File: config.mk
export PLATFORM = sky130hd
export DESIGN_NAME = fpadd_issue_ctrl_flat
export DESIGN_NICKNAME = d
export VERILOG_FILES = /design/src/rtl/fpadd_issue_ctrl_pkg.sv /design/src/rtl/fpadd_issue_ctrl_if.sv /design/src/rtl/fpadd_issue_ctrl_fifo.sv /design/src/rtl/fpadd_issue_ctrl.sv /design/src/flat_wrapper.sv
export SDC_FILE = /design/constraint.sdc
export NUM_CORES = 1
export LEC_CHECK = 0
export BUFFER_PORTS_ARGS = -buffer_cell sky130_fd_sc_hd__buf_2
export CAP_MARGIN = 20
export CORE_MARGIN = 10
export CORE_UTILIZATION = 47
export CTS_CLUSTER_DIAMETER = 50
export DETAILED_ROUTE_END_ITERATION = 6
export PLACE_DENSITY_LB_ADDON = 0.25
export SYNTH_ARGS = -nofsm -noshare
export SYNTH_HDL_FRONTEND = slang
export SYNTH_SLANG_ARGS = --single-unit
File: constraint.sdc
create_clock -name clk -period 3.46 [get_ports clk]
set_clock_uncertainty 0.15 [all_clocks]
set_input_delay 0.346 -clock clk [delete_from_list [all_inputs] [get_ports clk]]
set_output_delay 0.346 -clock clk [all_outputs]
set_load 0.01 [all_outputs]
File: src/rtl/fpadd_issue_ctrl_pkg.sv
// rtl/fpadd_issue_ctrl_pkg.sv - shared constants and FSM state type for the fpadd issue controller
package fpadd_issue_ctrl_pkg;

  localparam int SP_DWIDTH = 32;
  localparam int SP_EWIDTH = 8;
  localparam int SP_MWIDTH = 23;
  localparam int DP_DWIDTH = 64;
  localparam int DP_EWIDTH = 11;
  localparam int DP_MWIDTH = 52;

  localparam int FEX_W = 3;

  typedef enum logic [1:0] {
    ST_IDLE  = 2'd0,
    ST_ISSUE = 2'd1,
    ST_WAIT  = 2'd2,
    ST_HOLD  = 2'd3
  } state_e;

endpackage

File: src/rtl/fpadd_issue_ctrl_if.sv
// rtl/fpadd_issue_ctrl_if.sv - request, fpadd and result signal bundle around the issue controller
interface fpadd_issue_ctrl_if #(
  parameter int DWIDTH = 32,
  parameter int TAGW   = 4
);
  import fpadd_issue_ctrl_pkg::*;

  logic              in_valid;
  logic              in_ready;
  logic [DWIDTH-1:0] in_a;
  logic [DWIDTH-1:0] in_b;
  logic [TAGW-1:0]   in_tag;

  logic              fa_valid;
  logic [DWIDTH-1:0] fa_a;
  logic [DWIDTH-1:0] fa_b;
  logic [DWIDTH-1:0] fa_sum;
  logic [FEX_W-1:0]  fa_fex;
  logic              fa_done;

  logic              out_valid;
  logic              out_ready;
  logic [DWIDTH-1:0] out_sum;
  logic [FEX_W-1:0]  out_fex;
  logic [TAGW-1:0]   out_tag;
  logic              out_tmo;

  logic [FEX_W:0]    flags;
  logic              flags_clr;
  logic              busy;

  modport master (
    input  in_valid, in_a, in_b, in_tag,
    output in_ready,
    output fa_valid, fa_a, fa_b,
    input  fa_sum, fa_fex, fa_done,
    output out_valid, out_sum, out_fex, out_tag, out_tmo,
    input  out_ready,
    output flags, busy,
    input  flags_clr
  );

  modport slave (
    output in_valid, in_a, in_b, in_tag,
    input  in_ready,
    input  fa_valid, fa_a, fa_b,
    output fa_sum, fa_fex, fa_done,
    input  out_valid, out_sum, out_fex, out_tag, out_tmo,
    output out_ready,
    input  flags, busy,
    output flags_clr
  );

endinterface

File: src/rtl/fpadd_issue_ctrl_fifo.sv
// rtl/fpadd_issue_ctrl_fifo.sv - operand/tag FIFO, pointers carry an extra wrap bit for full/empty
module fpadd_issue_ctrl_fifo #(
  parameter int WIDTH = 68,
  parameter int DEPTH = 4
) (
  input  logic             clk,
  input  logic             rst,
  input  logic             push_i,
  input  logic [WIDTH-1:0] push_data_i,
  input  logic             pop_i,
  output logic [WIDTH-1:0] pop_data_o,
  output logic             full_o,
  output logic             empty_o
);
  localparam int AW = $clog2(DEPTH);
  localparam logic [AW:0] PTR_ONE = {{AW{1'b0}}, 1'b1};

  logic [AW:0]      wr_ptr_q, wr_ptr_d;
  logic [AW:0]      rd_ptr_q, rd_ptr_d;
  logic [WIDTH-1:0] mem_q [DEPTH];
  logic             do_push, do_pop;

  assign full_o     = (wr_ptr_q[AW] != rd_ptr_q[AW]) && (wr_ptr_q[AW-1:0] == rd_ptr_q[AW-1:0]);
  assign empty_o    = (wr_ptr_q == rd_ptr_q);
  assign do_push    = push_i && !full_o;
  assign do_pop     = pop_i && !empty_o;
  assign pop_data_o = mem_q[rd_ptr_q[AW-1:0]];

  always_comb begin
    wr_ptr_d = wr_ptr_q;
    rd_ptr_d = rd_ptr_q;
    if (do_push) wr_ptr_d = wr_ptr_q + PTR_ONE;
    if (do_pop)  rd_ptr_d = rd_ptr_q + PTR_ONE;
  end

  always_ff @(posedge clk) begin
    if (!rst) begin
      wr_ptr_q <= '0;
      rd_ptr_q <= '0;
    end else begin
      wr_ptr_q <= wr_ptr_d;
      rd_ptr_q <= rd_ptr_d;
    end
  end

  always_ff @(posedge clk) begin
    if (do_push) mem_q[wr_ptr_q[AW-1:0]] <= push_data_i;
  end

endmodule

File: src/rtl/fpadd_issue_ctrl.sv
// rtl/fpadd_issue_ctrl.sv - issues queued operand pairs to one fpadd, returns tagged results with timeout and sticky flags
module fpadd_issue_ctrl
  import fpadd_issue_ctrl_pkg::*;
#(
  parameter int DWIDTH  = SP_DWIDTH,
  parameter int DEPTH   = 4,
  parameter int TAGW    = 4,
  parameter int TIMEOUT = 64
) (
  input  logic               clk,
  input  logic               rst,
  fpadd_issue_ctrl_if.master bus
);
  localparam int EW  = 2*DWIDTH + TAGW;
  localparam int TCW = $clog2(TIMEOUT) + 1;
  // Compared before the increment, so the forced completion lands TIMEOUT cycles after the issue pulse.
  localparam logic [TCW-1:0] TMO_LAST = TCW'(TIMEOUT - 2);
  localparam logic [TCW-1:0] TMO_SAT  = '1;
  localparam logic [TCW-1:0] CNT_ONE  = TCW'(1);

  state_e            state_q, state_d;
  logic [DWIDTH-1:0] fa_a_q, fa_a_d;
  logic [DWIDTH-1:0] fa_b_q, fa_b_d;
  logic [TAGW-1:0]   tag_q, tag_d;
  logic [DWIDTH-1:0] sum_q, sum_d;
  logic [FEX_W-1:0]  fex_q, fex_d;
  logic              tmo_q, tmo_d;
  logic [TCW-1:0]    cnt_q, cnt_d;
  logic [FEX_W:0]    flags_q, flags_d;

  logic              fifo_push, fifo_pop, fifo_full, fifo_empty, capture;
  logic [EW-1:0]     fifo_head;

  assign fifo_push = bus.in_valid && !fifo_full;

  fpadd_issue_ctrl_fifo #(
    .WIDTH (EW),
    .DEPTH (DEPTH)
  ) u_fifo (
    .clk         (clk),
    .rst         (rst),
    .push_i      (fifo_push),
    .push_data_i ({bus.in_a, bus.in_b, bus.in_tag}),
    .pop_i       (fifo_pop),
    .pop_data_o  (fifo_head),
    .full_o      (fifo_full),
    .empty_o     (fifo_empty)
  );

  always_comb begin
    state_d  = state_q;
    fa_a_d   = fa_a_q;
    fa_b_d   = fa_b_q;
    tag_d    = tag_q;
    sum_d    = sum_q;
    fex_d    = fex_q;
    tmo_d    = tmo_q;
    cnt_d    = cnt_q;
    fifo_pop = 1'b0;
    capture  = 1'b0;

    case (state_q)
      ST_IDLE: begin
        if (!fifo_empty) begin
          fifo_pop                = 1'b1;
          {fa_a_d, fa_b_d, tag_d} = fifo_head;
          state_d                 = ST_ISSUE;
        end
      end
      ST_ISSUE, ST_WAIT: begin
        if (state_q == ST_ISSUE) begin
          cnt_d   = '0;
          state_d = ST_WAIT;
        end else if (cnt_q != TMO_SAT) begin
          cnt_d = cnt_q + CNT_ONE;
        end
        if (bus.fa_done) begin
          sum_d   = bus.fa_sum;
          fex_d   = bus.fa_fex;
          tmo_d   = 1'b0;
          capture = 1'b1;
          state_d = ST_HOLD;
        end else if (state_q == ST_WAIT && cnt_q == TMO_LAST) begin
          sum_d   = '0;
          fex_d   = '0;
          tmo_d   = 1'b1;
          capture = 1'b1;
          state_d = ST_HOLD;
        end
      end
      ST_HOLD: begin
        if (bus.out_ready) state_d = ST_IDLE;
      end
      default: state_d = ST_IDLE;
    endcase

    // A capture in the same cycle as a clear still sets its bits.
    flags_d = (bus.flags_clr ? '0 : flags_q) | (capture ? {tmo_d, fex_d} : '0);
  end

  always_ff @(posedge clk) begin
    if (!rst) begin
      state_q <= ST_IDLE;
      fa_a_q  <= '0;
      fa_b_q  <= '0;
      tag_q   <= '0;
      sum_q   <= '0;
      fex_q   <= '0;
      tmo_q   <= 1'b0;
      cnt_q   <= '0;
      flags_q <= '0;
    end else begin
      state_q <= state_d;
      fa_a_q  <= fa_a_d;
      fa_b_q  <= fa_b_d;
      tag_q   <= tag_d;
      sum_q   <= sum_d;
      fex_q   <= fex_d;
      tmo_q   <= tmo_d;
      cnt_q   <= cnt_d;
      flags_q <= flags_d;
    end
  end

  assign bus.in_ready  = !fifo_full;
  assign bus.fa_valid  = (state_q == ST_ISSUE);
  assign bus.fa_a      = fa_a_q;
  assign bus.fa_b      = fa_b_q;
  assign bus.out_valid = (state_q == ST_HOLD);
  assign bus.out_sum   = sum_q;
  assign bus.out_fex   = fex_q;
  assign bus.out_tag   = tag_q;
  assign bus.out_tmo   = tmo_q;
  assign bus.flags     = flags_q;
  assign bus.busy      = !fifo_empty || (state_q != ST_IDLE);

endmodule

File: src/flat_wrapper.sv
// flat-port wrapper written by rule: the top's interface ports become plain ports
module fpadd_issue_ctrl_flat import fpadd_issue_ctrl_pkg::*;
#(
  parameter int DWIDTH  = SP_DWIDTH,
  parameter int DEPTH   = 4,
  parameter int TAGW    = 4,
  parameter int TIMEOUT = 64
)
  (clk, rst, bus_in_valid, bus_in_a, bus_in_b, bus_in_tag, bus_in_ready, bus_fa_valid, bus_fa_a, bus_fa_b, bus_fa_sum, bus_fa_fex, bus_fa_done, bus_out_valid, bus_out_sum, bus_out_fex, bus_out_tag, bus_out_tmo, bus_out_ready, bus_flags, bus_busy, bus_flags_clr);
  fpadd_issue_ctrl_if #(.DWIDTH(DWIDTH), .TAGW(TAGW)) bus_i ();
  input  logic clk;
  input  logic rst;
  input wire logic [$bits(bus_i.in_valid)-1:0] bus_in_valid;
  input wire logic [$bits(bus_i.in_a)-1:0] bus_in_a;
  input wire logic [$bits(bus_i.in_b)-1:0] bus_in_b;
  input wire logic [$bits(bus_i.in_tag)-1:0] bus_in_tag;
  output wire logic [$bits(bus_i.in_ready)-1:0] bus_in_ready;
  output wire logic [$bits(bus_i.fa_valid)-1:0] bus_fa_valid;
  output wire logic [$bits(bus_i.fa_a)-1:0] bus_fa_a;
  output wire logic [$bits(bus_i.fa_b)-1:0] bus_fa_b;
  input wire logic [$bits(bus_i.fa_sum)-1:0] bus_fa_sum;
  input wire logic [$bits(bus_i.fa_fex)-1:0] bus_fa_fex;
  input wire logic [$bits(bus_i.fa_done)-1:0] bus_fa_done;
  output wire logic [$bits(bus_i.out_valid)-1:0] bus_out_valid;
  output wire logic [$bits(bus_i.out_sum)-1:0] bus_out_sum;
  output wire logic [$bits(bus_i.out_fex)-1:0] bus_out_fex;
  output wire logic [$bits(bus_i.out_tag)-1:0] bus_out_tag;
  output wire logic [$bits(bus_i.out_tmo)-1:0] bus_out_tmo;
  input wire logic [$bits(bus_i.out_ready)-1:0] bus_out_ready;
  output wire logic [$bits(bus_i.flags)-1:0] bus_flags;
  output wire logic [$bits(bus_i.busy)-1:0] bus_busy;
  input wire logic [$bits(bus_i.flags_clr)-1:0] bus_flags_clr;
  assign bus_i.in_valid = bus_in_valid;
  assign bus_i.in_a = bus_in_a;
  assign bus_i.in_b = bus_in_b;
  assign bus_i.in_tag = bus_in_tag;
  assign bus_in_ready = bus_i.in_ready;
  assign bus_fa_valid = bus_i.fa_valid;
  assign bus_fa_a = bus_i.fa_a;
  assign bus_fa_b = bus_i.fa_b;
  assign bus_i.fa_sum = bus_fa_sum;
  assign bus_i.fa_fex = bus_fa_fex;
  assign bus_i.fa_done = bus_fa_done;
  assign bus_out_valid = bus_i.out_valid;
  assign bus_out_sum = bus_i.out_sum;
  assign bus_out_fex = bus_i.out_fex;
  assign bus_out_tag = bus_i.out_tag;
  assign bus_out_tmo = bus_i.out_tmo;
  assign bus_i.out_ready = bus_out_ready;
  assign bus_flags = bus_i.flags;
  assign bus_busy = bus_i.busy;
  assign bus_i.flags_clr = bus_flags_clr;
  fpadd_issue_ctrl #(.DWIDTH(DWIDTH), .DEPTH(DEPTH), .TAGW(TAGW), .TIMEOUT(TIMEOUT)) u_core (.clk(clk), .rst(rst), .bus(bus_i));
endmodule
=== After elaboration in Yosys (flattened, before gate mapping) ===
Memory sizes are Yosys's and may differ from the RTL's. A register that Yosys moved wholly into a read port is not among the register bits.
Index checks and enable logic that the tools add are counted.

* Register bits after elaboration: 55
* Bits in writable memories: 272
* Logic and storage cells: 68
* Input port bits: 109
* Memories kept: 1
* Output and inout port bits: 112

{| class="wikitable"
|+ Memories
! name !! words !! bits a word !! read ports !! clocked after memory_dff !! wr ports !! RTL line !! source
|-
| u_core.u_fifo.mem_q || 4 || 68 || 1 || 1 || 1 || fpadd_issue_ctrl_fifo.sv:20 || <nowiki>logic [WIDTH-1:0] mem_q [DEPTH];</nowiki>
|}

* Add/subtract/negate cells: 3
* Bitwise logic cells: 2
* Reductions and logical operators: 18
* Muxes and demuxes: 25
* Equality and inequality tests: 11

{| class="wikitable"
|+ Operators by type and width
! kind !! number
|-
| two-way mux 32 bit || 2
|-
| two-way mux 7 bit || 2
|-
| two-way mux 1 bit || 10
|-
| two-way mux 2 bit || 5
|-
| two-way mux 3 bit || 3
|-
| two-way mux 4 bit || 2
|-
| adder 7 x 1 -> 7 bit (second input constant) || 1
|-
| == test 7 x 6 -> 1 bit (second input constant) || 1
|-
| inequality test 7 bit (second input constant) || 1
|-
| adder 3 x 1 -> 3 bit (second input constant) || 2
|-
| case mux 2 bit (3 select lines) || 1
|-
| AND reduction 2 bit || 3
|-
| nonzero test 2 bit || 3
|-
| logical AND 1 bit || 5
|-
| == test 2 bit (second input constant) || 2
|-
| inequality test 4 x 3 -> 1 bit (second input constant) || 1
|-
| OR 4 bit || 1
|-
| == test 3 bit || 1
|-
| zero test 1 bit || 3
|-
| AND reduction 3 bit || 1
|-
| == test 2 x 1 -> 1 bit (second input constant) || 1
|-
| == test 2 bit || 1
|-
| zero test 2 bit || 1
|-
| inequality test 2 x 1 -> 1 bit (second input constant) || 1
|-
| 5 further kinds || 5
|}

=== Depth between registers and ports, before layout ===
* Depth after elaboration: 7
* Mapped depth: 7

=== By module ===
Synthesis repeated with hierarchy kept, for this count alone.

* Cell total of the unflattened synthesis: 886
* Area total of the unflattened synthesis: 14516.4 um^2

{| class="wikitable"
|+ By module, submodules not included
! module !! instances !! seq. area each (um^2) !! area each (um^2) !! cells each
|-
| fpadd_issue_ctrl_fifo || 1 || 8328.0 || 10362.4 || 424
|-
| fpadd_issue_ctrl || 1 || 2342.2 || 4154.0 || 462
|}

=== Worst setup path before layout ===
Ideal clock, no wire load.

* Path type: register to register
* Start point: reg u_core.u_fifo.rd_ptr_q[0]
* End point: reg u_core.u_fifo.wr_ptr_q[2]
* Arrival: 2899 ps
* Library setup time: 211 ps
* Stages on the path, launching flop included: 6
* Slack: 199 ps
* Cells stage by stage: dfxtp_1 -> buf_2 -> xor2_2 -> o31a_1 -> and2_1 -> o21ai_0

* Cells in the longest elaborated chain, start to end: 5

{| class="wikitable"
|+ Ends and longest elaborated chain
! what !! RTL line !! source
|-
| start: declaration || fpadd_issue_ctrl_fifo.sv:19 || <nowiki>logic [AW:0] rd_ptr_q, rd_ptr_d;</nowiki>
|-
| start signal: assignment || fpadd_issue_ctrl_fifo.sv:42 || <nowiki>rd_ptr_q <= rd_ptr_d;</nowiki>
|-
| == test 2 bit (*) || fpadd_issue_ctrl_fifo.sv:23 || <nowiki>assign full_o = (wr_ptr_q[AW] != rd_ptr_q[AW]) && (wr_ptr_q[AW-1:0] == rd_ptr_q[AW-1:0]);</nowiki>
|-
| logical AND 1 bit (*) || fpadd_issue_ctrl_fifo.sv:23 ||
|-
| zero test 1 bit (*) || fpadd_issue_ctrl_fifo.sv:25, fpadd_issue_ctrl.sv:34 ||
|-
| logical AND 1 bit || fpadd_issue_ctrl.sv:34 || <nowiki>assign fifo_push = bus.in_valid && !fifo_full;</nowiki>
|-
| logical AND 1 bit (*) || fpadd_issue_ctrl_fifo.sv:25 || <nowiki>assign do_push = push_i && !full_o;</nowiki>
|-
| end signal: assignment || fpadd_issue_ctrl_fifo.sv:41 || <nowiki>wr_ptr_q <= wr_ptr_d;</nowiki>
|-
| end: declaration || fpadd_issue_ctrl_fifo.sv:18 || <nowiki>logic [AW:0] wr_ptr_q, wr_ptr_d;</nowiki>
|}

Every way passes the cells marked *; elsewhere a longest branch is shown, timed or not.
A chain may end at the register's enable or synchronous reset.

=== Final worst setup path ===
* Start point: reg u_core.u_fifo.wr_ptr_q[1]
* End point: mem u_core.u_fifo.mem_q[0][35] (enable)

* Cells in the longest elaborated chain, start to end: 7

{| class="wikitable"
|+ Ends and longest elaborated chain
! what !! RTL line !! source
|-
| == test 2 bit || fpadd_issue_ctrl_fifo.sv:23 ||
|-
| logical AND 1 bit || fpadd_issue_ctrl_fifo.sv:23 ||
|-
| zero test 1 bit || fpadd_issue_ctrl_fifo.sv:25, fpadd_issue_ctrl.sv:34 ||
|-
| logical AND 1 bit || fpadd_issue_ctrl.sv:34 ||
|-
| logical AND 1 bit || fpadd_issue_ctrl_fifo.sv:25 ||
|-
| two-way mux 1 bit || fpadd_issue_ctrl_fifo.sv:47 || <nowiki>if (do_push) mem_q[wr_ptr_q[AW-1:0]] <= push_data_i;</nowiki>
|-
| two-way mux 1 bit (not written as such) || fpadd_issue_ctrl_fifo.sv:47 ||
|-
| end: declaration || fpadd_issue_ctrl_fifo.sv:20 ||
|}

Several ways; a longest one is shown, not always the timed one.

==> results.md <==
- Setup violations remaining at the end of the flow were counted as 0.
- The total vias in the final route is 8,821.
- After clock tree synthesis, the clock-pin slew on the worst setup and hold paths is 0.06 ns.
- In this run the critical register-to-register path is launched from u_core.u_fifo.wr_ptr_q[1].
- The number of failing hold endpoints at the final stage is 0.
- The worst setup path is launched from a flop.
- The number of inserted filler cells in the final layout is 2,337.
- The average via count per standard cell is approximately 5.2.
- The analysis attributes to cell leakage a power of 6.891 nW.
- The highest-delay cell along the critical path is and2_4.
- After routing the design area is 18,860 sq um.
- The adder and majority gate portion of the synthesized area is 0.9314%.
- The min-delay analysis places its worst path in the category in -> reg.
- STA puts the critical path data required time at approximately 3.5 ns.
- The overall track demand over capacity in global routing is 17.00%.
- After synthesis, the largest family of logic cells by area is multiplexers.
- The net count of the mapped netlist is 1,049.
- No sink is reached through more buffers than the 3 on the longest clock path.
- For this design, the sink count on the clock tree is 395.
- The number of buffers inserted for hold repair after clock tree synthesis is 104.
- Setup repair after global routing left no endpoint under its margin.
- The die covers 38,930 sq um.
- The critical hold path startpoint is bus_fa_done.
- Of the total synthesized cell area, the portion taken by XOR and XNOR cells is less than 1%.
- Counting instances, the worst hold path has a depth of 3.
- Measured along the x axis, the die boundary spans 197.3 um.
- After layout, the worst path uses 71.54% of the clock period.
- Across the run, the number of max-cap violations was 0.
- The remaining max-slew budget at the tightest pin is 29.27%.
- The I/O pin count is roughly 220.
- The effective utilization at floorplan is 47.93%.
- Static timing analysis puts the maximum clock frequency at 0.4040 GHz.
- The total power divided by cell area is 753.2 nW/um^2.
- The share of post-route cells with drive strength above 1 is 30.14%.
- In this run the cell area measured after placement is 16,270 sq um.
- A synthesized cell averages 15.91 sq um.
- After global routing the overflow that remains totals 0.
- The signed area change from the synthesized netlist to the final layout is 27.65%.
- The number of search-and-repair iterations in the first detailed-routing pass is 4.
- The largest net degree at the start of global routing is 74.
- The CTS tree is yes.
- Row generation in the floorplan step produced 64 rows.
- The worst hold margin is 0.07708 ns.
- Measured on the finished design, the core utilization comes to a little over 60%.
- The number of global-route vias before repair is 9,247.
- In the final routed layout, each cell accounts on average for 19.56 um.
- The root buffer cell chosen for the clock tree is clkbuf_16.
- The count of final max-slew check failures is 0.
- After synthesis, the share of cell area in mux cells is 10.58%.
- The length in cells of the worst reg-to-reg path is 4.
- Data arrives at the worst endpoint at 2.53 ns.
- In this run the post-CTS setup repair buffer count came out at 0.
- The congestion estimate from routability-driven global placement came to 0.7639.
- The final net count is 1,378.
- The initial antenna violation count came to 2.
- The maximum fanout along the worst path is 36.
- During synthesis, Yosys emitted a total of 0 warnings.
- The transition time of the tightest slew-check pin is 1.061 ns.
- The insertion delay to the later sink of the worst-skew pair is 0.53 ns.
- The synthesized-area fraction occupied by and/or/nand/nor cells is 5.927%.
- The source of the critical timing path is u_core.u_fifo.wr_ptr_q[1].
- Summing the areas of all compound-gate instances in the mapped netlist gives roughly 8% of the synthesized area.
- The total wirelength of the detailed-routed design is 33.10 mm.
- The number of buffers created by CTS is 44.
- The die is 197.3 um tall.
- The number of input and output port buffers inserted is 220.
- In this run, post-CTS repair resized a total of 0 instances.
- The worst setup path is of the reg -> reg kind.
- The area inside the core boundary is 30,830 sq um.
- The final routed DRC violation total is 0.
- The number of enable flip-flop cells after synthesis is 272.
- After synthesis, the share of flip-flops with an asynchronous set or reset is 0%.
- The initial DRC count is approximately 450.
- Subtracting the final worst setup slack from the clock period gives 2.475 ns.
- In this run the number of H-tree levels came out at 2.
- The share of the yosys chip area belonging to registers is approximately 72%.
- Synthesis handed over a netlist of 929 instances.
- STA classifies the critical path endpoint as a flop.
- The finished layout holds 1,692 standard cells, fillers aside.
- The count of nets left with antenna violations once routing finished came out at 0.
- For the final routed database, the setup TNS stands at 0 ns.
- The synthesized netlist occupies a cell area of 14,780 sq um.
- In this run, placement finished with an instance count of 1,504.
- The first global-routing pass estimated roughly 53 mm of wire.
- The peak supply drop is around 0.50 mV.
- The signal on the critical path passes through xor2_2, o31a_1, and2_4, buf_12.
- The run finished with clean final reports.
- The largest single stage delay on the critical path is 0.57 ns.
- For this run, the leading register cell type out of synthesis is edfxtp_1.
- The count of distinct cell types in the synthesized netlist is 40.
- The placed wire-length estimate after detailed placement is 19.89 mm.
- Synthesis inferred 395 register bits.
==> flip-flops by register name, summed over array words and instances, names as in the netlist <==
name                    cells
u_core.cnt_q                7
u_core.u_fifo.rd_ptr_q      3
u_core.u_fifo.wr_ptr_q      3
u_core.bus.flags            4
u_core.state_q              2
u_core.bus.fa_b            32
u_core.bus.out_tag          4
u_core.u_fifo.mem_q       272
u_core.bus.out_tmo          1
u_core.bus.out_fex          3
u_core.bus.fa_a            32
u_core.bus.out_sum         32
==> synthesized netlist by cell type (4+ instances only) <==
library cell  count  area share [%]
buf_6             8            0.61
a21boi_0         36             1.8
a21oi_1           5            0.17
clkbuf_1         29            0.74
o21ai_0          41             1.4
mux4_2           68              10
nand3_1           4            0.14
and2_1            9            0.38
buf_2            18            0.61
a21boi_1         74             3.8
or3_1             6            0.25
dfxtp_1         123              17
nand2_1         179             4.5
edfxtp_1        272              55
ha_1             11            0.93
inv_1            11            0.28
==> layout by cell type, fill, tap and decap left out, drive strengths merged, types with 3 or more instances in the layout <==
| cell | synthesis | routed |
|---|---|---|
| dfxtp | 123 | 123 |
| xor2 | 3 | 3 |
| bufinv | 0 | 5 |
| clkinvlp | 0 | 4 |
| ha | 11 | 11 |
| clkinv | 0 | 10 |
| dlygate4sd3 | 0 | 104 |
| nand2b | 3 | 3 |
| a21boi | 110 | 110 |
| nand3 | 4 | 4 |
| xnor2 | 3 | 3 |
| inv | 11 | 16 |
| mux4 | 68 | 68 |
| o21ai | 41 | 41 |
| nand2 | 179 | 179 |
| clkbuf | 29 | 58 |
| and2 | 9 | 9 |
| buf | 28 | 236 |
| edfxtp | 272 | 272 |
| a21oi | 6 | 6 |
| or3 | 6 | 6 |
==> cells by family (layout without fill, tap and decap cells) <==
| group | after synthesis | after routing |
|---|---|---|
| other cells | 0 | 2 |
| xor+xnor | 6 | 6 |
| simple gates | 211 | 211 |
| mux | 71 | 71 |
| buf+inv | 68 | 433 |
| fa+ha+maj | 11 | 11 |
| flops | 395 | 395 |
| compound gates | 167 | 167 |
==> path summary, 6_finish.rpt <==
| kind | slack, ns | to |
|---|---|---|
| setup reg to reg | 0.98 | u_core.u_fifo.mem_q[0][35] |
| hold reg to reg | 0.30 | u_core.bus.fa_b[9] |
| setup / recovery | 0.98 | u_core.u_fifo.mem_q[0][35] |
| hold / removal | 0.08 | u_core.bus.flags[3] |
==> cell type report <==
type	instances	area, sq um	share of cell area, %
Antenna cell	2	5.005	0.02653
Inverter	11	41.29	0.2189
Multi-Input combinational cell	466	3812	20.21
Clock buffer	58	1254	6.647
Sequential cell	395	10640	56.40
Tap cell	396	495.5	2.627
Clock inverter	24	289.0	1.532
Timing Repair Buffer	340	2327	12.34
==> report_power, final <==
group	internal, mW	total (mW)	switching, mW
Combinational	1.44	3.52	2.07
Clock	2.96	4.81	1.85
Sequential	5.64	5.88	0.249
==> worst max-delay path: cells and delay by family, from the launching register on <==
family	cells	cell delay, ns
buffers and inverters	1	0.32
xor gates and xnor gates	1	0.30
DFF	1	0.44
AOI/OAI and AO/OA	1	0.36
and+or+nand+nor	1	0.57
==> per-stage QoR <==
stage	total power [mW]	worst slack (ns)
CTS	14.40	0.9518
finish	14.21	0.9847
global placement	9.417	1.008
floorplan	8.345	0.1995
detailed placement	9.471	0.9487
global route	14.97	0.7594
==> routing by layer <==
| layer | part of all wire (%) | wire length (um) | global-route usage, % | up-vias |
|---|---|---|---|---|
| met2 | 48 | 15980 | 27.86 | 259 |
| met4 | 1.6 | 522 | 4.500 | 2 |
| met3 | 6.3 | 2075 | 3.918 | 42 |
| met5 | 0.039 | 13 | 0 | - |
| met1 | 44 | 14510 | 22.42 | 4389 |
| li1 | - | - | - | 4129 |
No activity file was read; power rests on OpenSTA's default activity.
